### src/rtl/n4_seq_pkg.sv
// Shared types and widths for the n4 layer sequencer.
// Latency: n/a (types and constants only).
// Backpressure: n/a.
package n4_seq_pkg;

  // Width of the cur_layer index (covers up to 15 layers).
  localparam int CUR_W = 4;

  // Width of the run_cycles counter.
  localparam int RUN_W = 32;

  typedef enum logic [2:0] {
    S_IDLE = 3'd0,
    S_GAP  = 3'd1,
    S_RUN  = 3'd2,
    S_FIN  = 3'd3,
    S_ERR  = 3'd4
  } state_t;

endpackage

### src/rtl/n4_watchdog.sv
// Per-layer watchdog: counts enabled cycles and flags when the count hits TIMEOUT.
// Latency: o_expired follows the registered count combinationally.
// Backpressure: none; the count holds at TIMEOUT until cleared.
//
// Ports:
//   i_clk, i_rst  - clock, synchronous active-high reset
//   i_clr         - clears the count (has priority over i_en)
//   i_en          - advance the count by one
//   o_expired     - high while count == TIMEOUT
module n4_watchdog #(
  parameter int TIMEOUT = 65535,
  parameter int TO_W    = 16
) (
  input  logic i_clk,
  input  logic i_rst,
  input  logic i_clr,
  input  logic i_en,
  output logic o_expired
);

  localparam logic [TO_W-1:0] LIMIT = TO_W'(TIMEOUT);

  logic [TO_W-1:0] r_count;

  // Stops at LIMIT so a stalled layer cannot wrap back below the threshold.
  always_ff @(posedge i_clk) begin
    if (i_rst) begin
      r_count <= '0;
    end else if (i_clr) begin
      r_count <= '0;
    end else if (i_en && (r_count != LIMIT)) begin
      r_count <= r_count + TO_W'(1);
    end
  end

  assign o_expired = (r_count == LIMIT);

endmodule

### src/rtl/n4_layer_sequencer.sv
// Runs NUM_LAYERS layer engines in order with a clear gap, ping-pong bank select and watchdog.
// Latency: first enable appears IDLE_GAP edges after the edge accepting start; all outputs registered.
// Backpressure: waits on each engine's done flag; abort forces IDLE, timeout parks in ERR.
//
// Ports:
//   i_clk, i_rst     - clock, synchronous active-high reset
//   i_start          - one-cycle run request, accepted only in IDLE
//   i_abort          - level, returns to IDLE from any state
//   i_layer_done     - per-layer work-finished flags
//   o_layer_en       - one-hot (or zero) layer enables
//   o_buf_sel        - activation bank read by the current layer
//   o_cur_layer      - index of the layer in progress
//   o_busy           - high in GAP or RUN
//   o_done           - one-cycle pulse after the last layer completes
//   o_error          - sticky watchdog error
//   o_run_cycles     - busy cycles since accepted start, saturating
module n4_layer_sequencer
  import n4_seq_pkg::*;
#(
  parameter int NUM_LAYERS = 4,
  parameter int IDLE_GAP   = 2,
  parameter int TIMEOUT    = 65535,
  parameter int TO_W       = 16
) (
  input  logic                  i_clk,
  input  logic                  i_rst,
  input  logic                  i_start,
  input  logic                  i_abort,
  input  logic [NUM_LAYERS-1:0] i_layer_done,
  output logic [NUM_LAYERS-1:0] o_layer_en,
  output logic                  o_buf_sel,
  output logic [CUR_W-1:0]      o_cur_layer,
  output logic                  o_busy,
  output logic                  o_done,
  output logic                  o_error,
  output logic [RUN_W-1:0]      o_run_cycles
);

  localparam int GAP_W = (IDLE_GAP > 1) ? $clog2(IDLE_GAP) : 1;
  localparam logic [GAP_W-1:0]      GAP_LAST  = GAP_W'(IDLE_GAP - 1);
  localparam logic [CUR_W-1:0]      LAST_IDX  = CUR_W'(NUM_LAYERS - 1);
  localparam logic [NUM_LAYERS-1:0] ONE_HOT0  = NUM_LAYERS'(1);
  localparam logic [RUN_W-1:0]      RUN_MAX   = '1;

  state_t                  r_state, w_state_nxt;
  logic [NUM_LAYERS-1:0]   r_layer_en, w_layer_en_nxt;
  logic                    r_buf_sel, w_buf_sel_nxt;
  logic [CUR_W-1:0]        r_cur_layer, w_cur_nxt;
  logic                    r_busy, w_busy_nxt;
  logic                    r_done, w_done_nxt;
  logic                    r_error, w_error_nxt;
  logic [RUN_W-1:0]        r_run_cycles, w_run_nxt;
  logic [GAP_W-1:0]        r_gap_cnt, w_gap_nxt;
  logic                    r_first, w_first_nxt;

  logic [NUM_LAYERS-1:0]   w_cur_onehot;
  logic                    w_sel_done;
  logic                    w_wd_expired;

  // Only the current layer's done bit matters; the others are masked off.
  assign w_cur_onehot = ONE_HOT0 << r_cur_layer;
  assign w_sel_done   = |(i_layer_done & w_cur_onehot);

  // Held clear outside RUN, so each layer starts counting from zero.
  n4_watchdog #(
    .TIMEOUT (TIMEOUT),
    .TO_W    (TO_W)
  ) u_watchdog (
    .i_clk     (i_clk),
    .i_rst     (i_rst),
    .i_clr     (r_state != S_RUN),
    .i_en      (r_state == S_RUN),
    .o_expired (w_wd_expired)
  );

  always_ff @(posedge i_clk) begin
    if (i_rst) begin
      r_state      <= S_IDLE;
      r_layer_en   <= '0;
      r_buf_sel    <= 1'b0;
      r_cur_layer  <= '0;
      r_busy       <= 1'b0;
      r_done       <= 1'b0;
      r_error      <= 1'b0;
      r_run_cycles <= '0;
      r_gap_cnt    <= '0;
      r_first      <= 1'b0;
    end else begin
      r_state      <= w_state_nxt;
      r_layer_en   <= w_layer_en_nxt;
      r_buf_sel    <= w_buf_sel_nxt;
      r_cur_layer  <= w_cur_nxt;
      r_busy       <= w_busy_nxt;
      r_done       <= w_done_nxt;
      r_error      <= w_error_nxt;
      r_run_cycles <= w_run_nxt;
      r_gap_cnt    <= w_gap_nxt;
      r_first      <= w_first_nxt;
    end
  end

  always_comb begin
    w_state_nxt    = r_state;
    w_layer_en_nxt = r_layer_en;
    w_buf_sel_nxt  = r_buf_sel;
    w_cur_nxt      = r_cur_layer;
    w_busy_nxt     = r_busy;
    w_done_nxt     = 1'b0;
    w_error_nxt    = r_error;
    w_run_nxt      = r_run_cycles;
    w_gap_nxt      = r_gap_cnt;
    w_first_nxt    = 1'b0;

    if (r_busy && (r_run_cycles != RUN_MAX)) begin
      w_run_nxt = r_run_cycles + RUN_W'(1);
    end

    if (i_abort) begin
      // Abort freezes progress counters and indices where they are.
      w_state_nxt    = S_IDLE;
      w_layer_en_nxt = '0;
      w_busy_nxt     = 1'b0;
      w_run_nxt      = r_run_cycles;
    end else begin
      case (r_state)
        S_IDLE: begin
          if (i_start) begin
            w_state_nxt    = S_GAP;
            w_cur_nxt      = '0;
            w_buf_sel_nxt  = 1'b0;
            w_error_nxt    = 1'b0;
            w_run_nxt      = '0;
            w_gap_nxt      = '0;
            w_busy_nxt     = 1'b1;
            w_layer_en_nxt = '0;
          end
        end
        S_GAP: begin
          w_layer_en_nxt = '0;
          if (r_gap_cnt == GAP_LAST) begin
            w_state_nxt    = S_RUN;
            w_layer_en_nxt = w_cur_onehot;
            w_first_nxt    = 1'b1;
          end else begin
            w_gap_nxt = r_gap_cnt + GAP_W'(1);
          end
        end
        S_RUN: begin
          // The engine's flag may still be stale in the first RUN cycle.
          // A done on the expiry cycle still counts as a completion.
          if (!r_first && w_sel_done) begin
            w_layer_en_nxt = '0;
            if (r_cur_layer == LAST_IDX) begin
              w_state_nxt = S_FIN;
              w_done_nxt  = 1'b1;
              w_busy_nxt  = 1'b0;
            end else begin
              w_state_nxt   = S_GAP;
              w_cur_nxt     = r_cur_layer + CUR_W'(1);
              w_buf_sel_nxt = ~r_buf_sel;
              w_gap_nxt     = '0;
            end
          end else if (w_wd_expired) begin
            w_state_nxt    = S_ERR;
            w_layer_en_nxt = '0;
            w_busy_nxt     = 1'b0;
            w_error_nxt    = 1'b1;
          end
        end
        S_FIN: begin
          w_state_nxt = S_IDLE;
        end
        S_ERR: begin
          // Parked until abort.
          w_layer_en_nxt = '0;
          w_busy_nxt     = 1'b0;
        end
        default: begin
          w_state_nxt    = S_IDLE;
          w_layer_en_nxt = '0;
          w_busy_nxt     = 1'b0;
        end
      endcase
    end
  end

  assign o_layer_en   = r_layer_en;
  assign o_buf_sel    = r_buf_sel;
  assign o_cur_layer  = r_cur_layer;
  assign o_busy       = r_busy;
  assign o_done       = r_done;
  assign o_error      = r_error;
  assign o_run_cycles = r_run_cycles;

endmodule

### config.mk
export PLATFORM = sky130hd
export DESIGN_NAME = n4_layer_sequencer
export DESIGN_NICKNAME = d
export VERILOG_FILES = /design/src/rtl/n4_seq_pkg.sv /design/src/rtl/n4_watchdog.sv /design/src/rtl/n4_layer_sequencer.sv
export SDC_FILE = /design/constraint.sdc
export NUM_CORES = 1
export LEC_CHECK = 0
export BUFFER_PORTS_ARGS = -buffer_cell sky130_fd_sc_hd__buf_2
export CAP_MARGIN = 20
export CORE_MARGIN = 2
export CORE_UTILIZATION = 55
export CTS_BUF_LIST = sky130_fd_sc_hd__clkbuf_8
export CTS_CLUSTER_SIZE = 8
export DETAILED_ROUTE_END_ITERATION = 8
export MAX_ROUTING_LAYER = met4
export PLACE_DENSITY = 0.78
export SKIP_LAST_GASP = 1
export SLEW_MARGIN = 30
export SYNTH_ARGS = -nofsm -noshare
export SYNTH_HDL_FRONTEND = slang
export SYNTH_SLANG_ARGS = --single-unit
### constraint.sdc
create_clock -name i_clk -period 3.1 [get_ports i_clk]
set_clock_uncertainty 0.2 [all_clocks]
set_input_delay 0.31 -clock i_clk [delete_from_list [all_inputs] [get_ports i_clk]]
set_output_delay 0.31 -clock i_clk [all_outputs]
set_load 0.005 [all_outputs]
== After elaboration in Yosys (flattened, before gate mapping) ==
Cells that the tools add are included.

* Register bits after elaboration: 65
* Latch bits: 0
* Memory bits (writable): 0
* ROM bits: 0
* Input bits: 8
* Word-level logic and storage cells: 96
* Memories kept: 0

* Add/subtract/negate cells: 4
* Multipliers: 0
* Divide/modulo/power cells: 0
* Order comparisons: 0
* Equality and inequality tests: 17
* Shift operators: 1
* Mux-type cells: 35
* Bitwise gates (word level): 9
* Reductions and logical operators: 19

{| class="wikitable"
|+ Operators by type and width
! kind !! count
|-
| $mux W32 || 3
|-
| $add A32 B1 Y32 const B || 1
|-
| $ne A32 B32 Y1 const B || 1
|-
| $mux W4 || 6
|-
| $add A16 B1 Y16 const B || 1
|-
| $eq A16 B16 Y1 const B || 1
|-
| $ne A16 B16 Y1 const B || 1
|-
| $pmux W4 S4 || 1
|-
| $reduce_and A5 Y1 || 3
|-
| $mux W1 || 14
|-
| $mux W3 || 4
|-
| $ne A2 B2 Y1 const B || 6
|-
| $pmux W3 S4 || 1
|-
| $not A1 Y1 || 8
|-
| $pmux W4 S2 || 1
|-
| $reduce_and A4 Y1 || 2
|-
| $reduce_or A4 Y1 || 2
|-
| $eq A3 B2 Y1 const B || 2
|-
| $ne A3 B3 Y1 const B || 2
|-
| $pmux W1 S3 || 2
|-
| $reduce_or A2 Y1 || 3
|-
| $add A4 B1 Y4 const B || 1
|-
| $and A4 B4 Y4 || 1
|-
| $eq A4 B2 Y1 const B || 1
|-
| 14 further kinds || 17
|}

== Longest topological paths before layout ==
Gate-level depths: netlist of the first run.

* Word-level depth: 6
* Depth in mapped cells: 8

== Hierarchy ==
Synthesis of the first run repeated with hierarchy kept, for this count alone.

* Cells, all modules: 399
* Area total of the unflattened synthesis: 3328.2 sq um

{| class="wikitable"
|+ Modules (own cells, without submodules)
! module !! times used !! cells each !! area each (sq um)
|-
| n4_layer_sequencer || 1 || 302 || 2497.4
|-
| n4_watchdog || 1 || 97 || 830.8
|}

== Worst setup path after synthesis of the first run ==
No wires, ideal clock.

* Path type: reg2reg
* Start: reg r_cur_layer[0] (netlist: o_cur_layer[0])
* End: reg r_layer_en[0] (netlist: o_layer_en[0])
* Library setup time: 0.117 ns
* Data arrival time: 2.152 ns
* Data required time: 2.783 ns
* Setup slack: 0.631 ns
* Cell stages (with the launch flop): 6
* Path buffers: 0
* Path through: dfxtp_1 mux4_2 and2_1 o21ai_0 or4b_2 o22a_1

* Longest elaborated chain between the ends: 6
* Elaborated cells on any way between the ends: 9

{| class="wikitable"
|+ RTL lines
! element !! line !! text
|-
| start: declaration || n4_layer_sequencer.sv:48 || <nowiki>logic [CUR_W-1:0] r_cur_layer, w_cur_nxt;</nowiki>
|-
| start signal: assignment || n4_layer_sequencer.sv:92 || <nowiki>r_cur_layer <= w_cur_nxt;</nowiki>
|-
| $shl A1 B4 Y4 * || n4_layer_sequencer.sv:61 || <nowiki>assign w_cur_onehot = ONE_HOT0 << r_cur_layer;</nowiki>
|-
| $and A4 B4 Y4 || n4_layer_sequencer.sv:62 || <nowiki>assign w_sel_done = |(i_layer_done & w_cur_onehot);</nowiki>
|-
| $reduce_or A4 Y1 || n4_layer_sequencer.sv:62 ||
|-
| $logic_and A1 B1 Y1 || n4_layer_sequencer.sv:151 || <nowiki>if (!r_first && w_sel_done) begin</nowiki>
|-
| $mux W4 / $ne A3 B3 Y1 (equally long branches) || - ||
|-
| $pmux W4 S4 / $reduce_and A3 Y1 (equally long branches) || - ||
|-
| end signal: assignment || n4_layer_sequencer.sv:90 || <nowiki>r_layer_en <= w_layer_en_nxt;</nowiki>
|-
| end: declaration || n4_layer_sequencer.sv:46 || <nowiki>logic [NUM_LAYERS-1:0] r_layer_en, w_layer_en_nxt;</nowiki>
|}

Every way passes the cells marked *; elsewhere a longest branch is shown, timed or not.
A chain may end at the register's enable or synchronous reset.

== Worst setup path in the final report of the first run ==
* Start: reg r_cur_layer[0] (netlist: o_cur_layer[0])
* End: reg r_layer_en[1] (netlist: o_layer_en[1])

The elaborated chain is that of the path after synthesis.

==> results.toml, run 1 <==
[status]
outcome = "complete, no violations"

[setup_path]
crit_type = "register to register"
crit_start = "o_cur_layer[0]"
r2r_end = "o_layer_en[1]"
crit_fanout = 9
reg2reg_depth = 5
critPathRequiredTime_ns = 3.14
r2r-start = "o_cur_layer[0]"
rrSetupSlack_ns = 0.48
cp-end-kind = "register"
arrival_ns = 2.66
critPathLaunchType = "register"
crit_end = "o_layer_en[1]"

[layout]
syn_to_final_growth_pct = 16.2
fin_nets = 450
most-common-layout-cells = "65 x dfxtp_1, 51 x buf_2, 43 x nand2_1"
final_common_cell = "dfxtp_1"
nFillCells = 487
drive_above_1_share_pct = 18.7
finalNonFillerCells = 516
n_antenna_cell = 0

[synthesis]
netlist_area_mm2 = 0.00320
synth-main-ff-cell = "dfxtp_1"
synth_seq_cells = 65
ys_warn_count = 0
synth_cell_type_count = 47
synth_edf_count = 0
synth_fp_nets = 398
avgSynthCellArea_um2 = 8.27
synth_seq_area_share_pct = 40.7
synth_cells = 387
async_reset_ff_share_pct = 0

[floorplan]
ioPinCount = 52
core_area_mm2 = 0.00557
die_y_um = 80.3
start_util_pct = 57.4
dieArea_mm2 = 0.00644
die_w_um = 80.3
rows = 27

[sta]
tns_ns = 0
setup_viol_count_final = 0
min_period_ns = 2.62
hold_viol_final = 0
grt_setup_unrepaired = "no"
max_slew_margin_pct = 48.4
maxSlewViolCount = 0
fin_ws_ns = 0.479
period_share_pct = 84.6
tightest_slew_ns = 0.767
fmax_mhz = 381

[clocking]
cts_root_buf = "clkbuf_8"
clkTransAtPathRegs_ns = 0.07
post_cts_buffers = 0
cts_resized = 0
h-tree-depth = 3
hold_buffers = 0
cts_sinks = 65
cts_buffers = 9
clk_latency_ns = 0.35
cts_buffer_depth = 2
tritoncts = "done"

[power]
ir_drop_v = 0.000274
power_density_mw_per_mm2 = 435
p_leak_nw = 1.36

[global_route]
antenna_found_initial = 0
first_global_vias = 2730
grt_overflow = 0
grt_pass1_wl_um = 12000
grt_usage_pct = 24.1
grt_max_degree = 20

[worst_hold_path]
hold_class = "primary input to register"

[detailed_routing]
drc_errors = 0
dr.pass1.iters = 5
drt-total-wl_um = 7210
wl_per_cell_um = 14.0
vias = 3058
ant_nets = 0
drtIter0Drc = 171
viasPerCell = 5.93

[placement]
gp_congestion = 0.904
dp_cells = 500
port_buffers = 51
dp_slack_ns = 0.481
dp_hpwl_um = 5190

[run]
maxCapViolCount = 0
==> worst max-delay path, cell delays in order, from the launching register on <==
cell and delay [ns]:
dfxtp_1 0.49, mux4_2 0.55, and2_1 0.19, o21ai_0 0.21, or4b_2 0.65, o22a_1 0.23
==> synthesized netlist by cell type (3+ instances only) <==
| library cell | number | area (µm²) |
|---|---|---|
| o211ai_1 | 3 | 22.5 |
| o22a_1 | 3 | 26.3 |
| and3_1 | 5 | 31.3 |
| and4_1 | 6 | 52.6 |
| nor3_1 | 16 | 80.1 |
| mux2i_1 | 8 | 80.1 |
| nor3b_1 | 3 | 22.5 |
| nor2b_1 | 7 | 43.8 |
| a21oi_1 | 23 | 115 |
| ha_1 | 3 | 37.5 |
| nor4_1 | 11 | 68.8 |
| nor2_1 | 32 | 120 |
| inv_1 | 8 | 30.0 |
| nand2_1 | 43 | 161 |
| xor2_1 | 5 | 43.8 |
| nand4_1 | 17 | 106 |
| nand2b_1 | 8 | 50.1 |
| and2_1 | 6 | 37.5 |
| or3_1 | 18 | 113 |
| dfxtp_1 | 65 | 1300 |
| or4_1 | 5 | 37.5 |
| xnor2_1 | 13 | 114 |
| o21ai_0 | 23 | 115 |
| nand3_1 | 14 | 70.1 |
| clkbuf_1 | 10 | 37.5 |
| buf_2 | 4 | 20.0 |
==> per-layer routing <==
layer	track usage (%)	routed length [µm]	vias up
met3	4.16	377	15
li1	-	-	1526
met1	29.0	3220	1433
met2	38.6	3480	84
met5	-	0	-
met4	12.7	138	0
==> state kept, by name, indices dropped and copies added (netlist names), 3 cells and up <==
register and cells:
u_watchdog.r_count 16, o_run_cycles 32, r_state 3, o_layer_en 4
o_cur_layer 4
==> report_power, final <==
group	total, mW	switching, mW	internal, mW	leakage [nW]
logic	0.0522	0.0329	0.0193	0.736
registers	0.844	0.00490	0.839	0.524
clock network	0.722	0.335	0.387	0.102
total	1.62	0.373	1.25	1.36
==> through the flow <==
step                util, %  power, mW  hold WS, ns  cell area, µm²
CTS                    66.7       1.63       0.0151            3720
global route           66.7       1.66       0.0332            3720
global placement       63.1      0.914        0.237            3520
finish                 66.7       1.62       0.0198            3720
floorplan                 -      0.895        0.179            3200
detailed placement     63.2      0.915        0.248            3520
==> cell families (layout without fill, tap and decap cells) <==
group | count (synthesis) | count (layout) | share of synthesized area, %
xor+xnor | 18 | 18 | 4.93
fa+ha+maj | 3 | 3 | 1.17
flops | 65 | 65 | 40.7
buf+inv | 23 | 80 | 3.09
compound gates | 68 | 68 | 12.7
mux | 9 | 9 | 3.21
simple gates | 201 | 201 | 34.3
==> final cells by class <==
cell class | count | area [µm²] | share of cell area [%]
Clock inverter | 6 | 57.6 | 1.55
Multi-Input combinational cell | 299 | 1810 | 48.7
Clock buffer | 10 | 138 | 3.70
Tap cell | 72 | 90.1 | 2.42
Inverter | 8 | 30.0 | 0.808
Sequential cell | 65 | 1300 | 35.0
Timing Repair Buffer | 56 | 293 | 7.87
==> how the worst min path moves through the flow <==
stage	from	endpoint	cells past startpoint
floorplan	i_rst	r_gap_cnt	1
global placement	o_error	o_error	2
detailed placement	o_error	o_error	2
CTS	i_rst	r_gap_cnt	2
global route	i_rst	r_gap_cnt	2
finish	i_rst	o_run_cycles[1]	2
Note: power is estimated with default switching activity, not from simulation.
==> inputs of run 2 (changes only) <==
--- a/config.mk
+++ b/config.mk
@@ -8,12 +8,12 @@
 export BUFFER_PORTS_ARGS = -buffer_cell sky130_fd_sc_hd__buf_2
 export CAP_MARGIN = 20
 export CORE_MARGIN = 2
-export CORE_UTILIZATION = 55
+export CORE_UTILIZATION = 53
 export CTS_BUF_LIST = sky130_fd_sc_hd__clkbuf_8
 export CTS_CLUSTER_SIZE = 8
 export DETAILED_ROUTE_END_ITERATION = 8
 export MAX_ROUTING_LAYER = met4
-export PLACE_DENSITY = 0.78
+export PLACE_DENSITY = 0.79
 export SKIP_LAST_GASP = 1
 export SLEW_MARGIN = 30
 export SYNTH_ARGS = -nofsm -noshare
==> constraint.sdc (replaced) <==
create_clock -name i_clk -period 2.4 [get_ports i_clk]
set_clock_uncertainty 0.2 [all_clocks]
set_input_delay 0.24 -clock i_clk [delete_from_list [all_inputs] [get_ports i_clk]]
set_output_delay 0.24 -clock i_clk [all_outputs]
set_load 0.005 [all_outputs]
==> results.toml, run 2 (synthesis gave the netlist of run 1 again) <==
[setup_path]
rrSetupSlack_ns = 0.07
critPathLaunchType = "register"
crit_type = "register to register"
crit_fanout = 5
critPathRequiredTime_ns = 2.49
arrival_ns = 2.41
cp-end-kind = "register"

[power]
total_power_mw = 2.10
ir_drop_v = 0.000445
p_leak_nw = 1.53
power_density_mw_per_mm2 = 526

[sta]
max_slew_margin_pct = 54.3
setup_viol_count_final = 0
whs_ns = 0.0996
maxSlewViolCount = 0
fmax_mhz = 430
period_share_pct = 97.0
tns_ns = 0
min_period_ns = 2.33
tightest_slew_ns = 0.686
hold_viol_final = 0
fin_ws_ns = 0.0719
grt_setup_unrepaired = "yes"

[clocking]
cts_sinks = 65
h-tree-depth = 3
clkTransAtPathRegs_ns = 0.07
cts_root_buf = "clkbuf_8"
tritoncts = "done"
clk_latency_ns = 0.35
cts_buffer_depth = 2
cts_buffers = 9
post_cts_buffers = 0

[placement]
dp_hpwl_um = 5590
port_buffers = 51
gp_congestion = 0.869
dp_slack_ns = -0.0161

[global_route]
grt_max_degree = 25
antenna_found_initial = 0
first_global_vias = 2872
grt_pass1_wl_um = 12800
grt_overflow = 0
grt_usage_pct = 25.5

[layout]
fin_nets = 482
nFillCells = 496
drive_above_1_share_pct = 25.2
largest_reg_flops = 32
syn_to_final_growth_pct = 24.4
most-common-layout-cells = "58 x dfxtp_1, 51 x buf_2, 43 x nand2_1"
n_antenna_cell = 0
final_common_cell = "dfxtp_1"

[detailed_routing]
drc_errors = 0
wl_per_cell_um = 14.1
drtIter0Drc = 174
ant_nets = 0
dr.pass1.iters = 4
drt-total-wl_um = 7790
viasPerCell = 5.72
vias = 3149

[floorplan]
die_w_um = 81.7
ioPinCount = 52
rows = 28
dieArea_mm2 = 0.00667
die_y_um = 81.7
core_area_mm2 = 0.00589
start_util_pct = 54.4

[status]
outcome = "complete, no violations"

[run]
maxCapViolCount = 0

[worst_hold_path]
hold_class = "primary input to register"
## run 2: cell types whose count changed in the layout (fill, tap and decap cells not counted), moves of 2 or more
cell and change:
buf_4 +30, dlygate4sd3_1 +2, dfxtp_2 +7, dfxtp_1 -7
## run 2: cell type report
cell class	instances	area, µm²	share of cell area (%)
Multi-Input combinational cell	299	1810	45.6
Clock inverter	6	57.6	1.45
Inverter	8	30.0	0.754
Sequential cell	65	1310	32.9
Clock buffer	10	138	3.46
Tap cell	75	93.8	2.36
Timing Repair Buffer	88	538	13.5
## run 2: timing repair
action,4_1_cts,5_1_grt
endpoints found under the setup margin,3,5
endpoints found under the hold margin,3,0
gates resized for setup,1,1
hold buffers,2,0
## run 2: routing by layer
metal / GRT usage (%) / vias up / wire length (µm)
met5: - / - / 0
li1: - / 1581 / -
met1: 29.1 / 1461 / 3470
met4: 11.5 / 0 / 153
met3: 6.26 / 15 / 374
met2: 42.5 / 92 / 3800
## run 2: per-stage QoR
step           util [%]  instance area (µm²)  instances
6_report           67.6                 3980        551
3_3_place_gp       63.8                 3760        533
4_1_cts            67.6                 3980        551
5_1_grt            67.6                 3980        551
2_1_floorplan         -                 3210        387
3_5_place_dp       63.9                 3760        533
## run 2: critical path, cell delays in order, from the launching register on
cell     delay [ns]
dfxtp_1        0.41
nand4_2        0.12
or4_1          0.58
or4_4          0.50
or3_1          0.32
a21oi_1        0.14
## run 2: path summary, 6_finish.rpt
| path | to | cells past startpoint | start |
|---|---|---|---|
| setup / recovery | o_run_cycles[31] | 5 | o_run_cycles[5] |
| hold reg to reg | o_error | 2 | o_error |
| hold / removal | r_gap_cnt | 4 | i_start |
| setup reg to reg | o_run_cycles[31] | 5 | o_run_cycles[5] |
## run 2: where the power goes
part           leakage [nW]  total (mW)  switching, mW  internal [mW]
clock network         0.102       0.930          0.429          0.500
registers             0.528        1.09        0.00579           1.08
logic                 0.902      0.0764         0.0457         0.0307
==> inputs of run 3 (changes only) <==
==> constraint.sdc (replaced) <==
create_clock -name i_clk -period 2.4 [get_ports i_clk]
set_clock_uncertainty 0.2 [all_clocks]
set_input_delay 0.12 -clock i_clk [delete_from_list [all_inputs] [get_ports i_clk]]
set_output_delay 0.12 -clock i_clk [all_outputs]
set_load 0.005 [all_outputs]
==> results.toml, run 3 (synthesis gave the netlist of run 1 again) <==
[status]
outcome = "complete, no violations"

[worst_hold_path]
hold_class = "primary input to register"

[layout]
drive_above_1_share_pct = 25.9
final_common_cell = "dfxtp_1"
most-common-layout-cells = "57 x dfxtp_1, 51 x buf_2, 43 x nand2_1"
nFillCells = 476
syn_to_final_growth_pct = 27.9
n_antenna_cell = 0
fin_util_pct = 69.5
fin_area_mm2 = 0.00409
finalNonFillerCells = 553
largest_reg_flops = 32
fin_nets = 484

[global_route]
grt_overflow = 0
antenna_found_initial = 0
first_global_vias = 2955
grt_usage_pct = 25.4
grt_pass1_wl_um = 13000
grt_max_degree = 25

[detailed_routing]
vias = 3246
drt-total-wl_um = 7960
wl_per_cell_um = 14.4
drc_errors = 0
dr.pass1.iters = 7
ant_nets = 0
drtIter0Drc = 173
viasPerCell = 5.87

[sta]
grt_setup_unrepaired = "yes"
setup_viol_count_final = 0
min_period_ns = 2.34
hold_viol_final = 0
period_share_pct = 97.6
fmax_mhz = 427
max_slew_margin_pct = 53.9
tightest_slew_ns = 0.691
maxSlewViolCount = 0

[setup_path]
crit_slowest_cell = "or4_4"
crit_chain = "nand4_1 > or4_4 > or4_4 > or3_1 > a21oi_1"
crit_fanout = 5
crit_path_max_incr_delay_ns = 0.53
cp-end-kind = "register"
cp_top_family = "simple AND/OR/NAND/NOR gates"
critPathRequiredTime_ns = 2.49
cpMostUsedCell = "or4_4"
arrival_ns = 2.43
crit_buf_inv = 0
critPathLaunchType = "register"
crit_type = "register to register"

[clocking]
post_cts_buffers = 0
cts_sinks = 65
cts_buffer_depth = 2
cts_buffers = 9
clkTransAtPathRegs_ns = 0.08
clk_latency_ns = 0.35
h-tree-depth = 3
cts_root_buf = "clkbuf_8"
tritoncts = "done"

[floorplan]
die_w_um = 81.7
dieArea_mm2 = 0.00667
start_util_pct = 54.4
rows = 28
ioPinCount = 52
core_area_mm2 = 0.00589
die_y_um = 81.7

[placement]
dp_cells = 534
placed_area_mm2 = 0.00378
dp_hpwl_um = 5570
port_buffers = 51
gp_congestion = 0.895

[run]
maxCapViolCount = 0

[power]
total_power_mw = 2.42
power_density_mw_per_mm2 = 591
ir_drop_v = 0.000564
p_leak_nw = 1.58
==> run 3: where the power goes <==
| group | switching (mW) | internal [mW] |
|---|---|---|
| clock | 0.451 | 0.797 |
| combinational | 0.0473 | 0.0358 |
| sequential | 0.00597 | 1.08 |
| total | 0.504 | 1.92 |
==> run 3: through the flow <==
stage / TNS [ns] / hold slack (ns) / worst slack [ns]
after floorplan: 0 / -0.0109 / 0.00638
after global placement: 0 / 0.179 / 0.0831
after detailed placement: 0 / 0.198 / 0.0441
after CTS: 0 / 0.0231 / 0.0324
after global routing: -0.0110 / 0.0643 / -0.0110
final: 0 / 0.0477 / 0.0579
==> run 3: timing repair <==
item                                   4_1_cts  5_1_grt
setup endpoints to repair                    0        6
resized for setup                            0        4
hold buffers                                 3        0
endpoints found under the hold margin        3        0
==> run 3: tightest hold or removal path: stages <==
cell and delay [ns]:
buf_2 0.10, nand2b_1 0.08, a21oi_1 0.14, o21a_1 0.11
==> run 3: final cells by class <==
class / instances / area (µm²) / area share [%]
multi-input cells: 299 / 1820 / 44.5
flip-flops and latches: 65 / 1310 / 32.0
repair buffers: 90 / 568 / 13.9
clock inverters: 7 / 143 / 3.49
clock buffers: 9 / 124 / 3.03
well taps: 75 / 93.8 / 2.29
inverters: 8 / 30.0 / 0.734
==> run 3: final timing paths <==
path	startpoint	endpoint	slack [ns]	depth (start not counted)
hold reg to reg	o_error	o_error	0.26	2
setup / recovery	o_run_cycles[12]	o_run_cycles[31]	0.06	5
hold / removal	i_start	r_state[0]	0.05	4
setup reg to reg	o_run_cycles[12]	o_run_cycles[31]	0.06	5
==> run 3: metal layers <==
| metal | global-route usage, % | up-vias | wire [µm] |
|---|---|---|---|
| met1 | 29.7 | 1543 | 3570 |
| met3 | 3.74 | 12 | 384 |
| li1 | - | 1593 | - |
| met4 | 9.50 | 0 | 121 |
| met2 | 44.3 | 98 | 3880 |
| met5 | - | - | 0 |
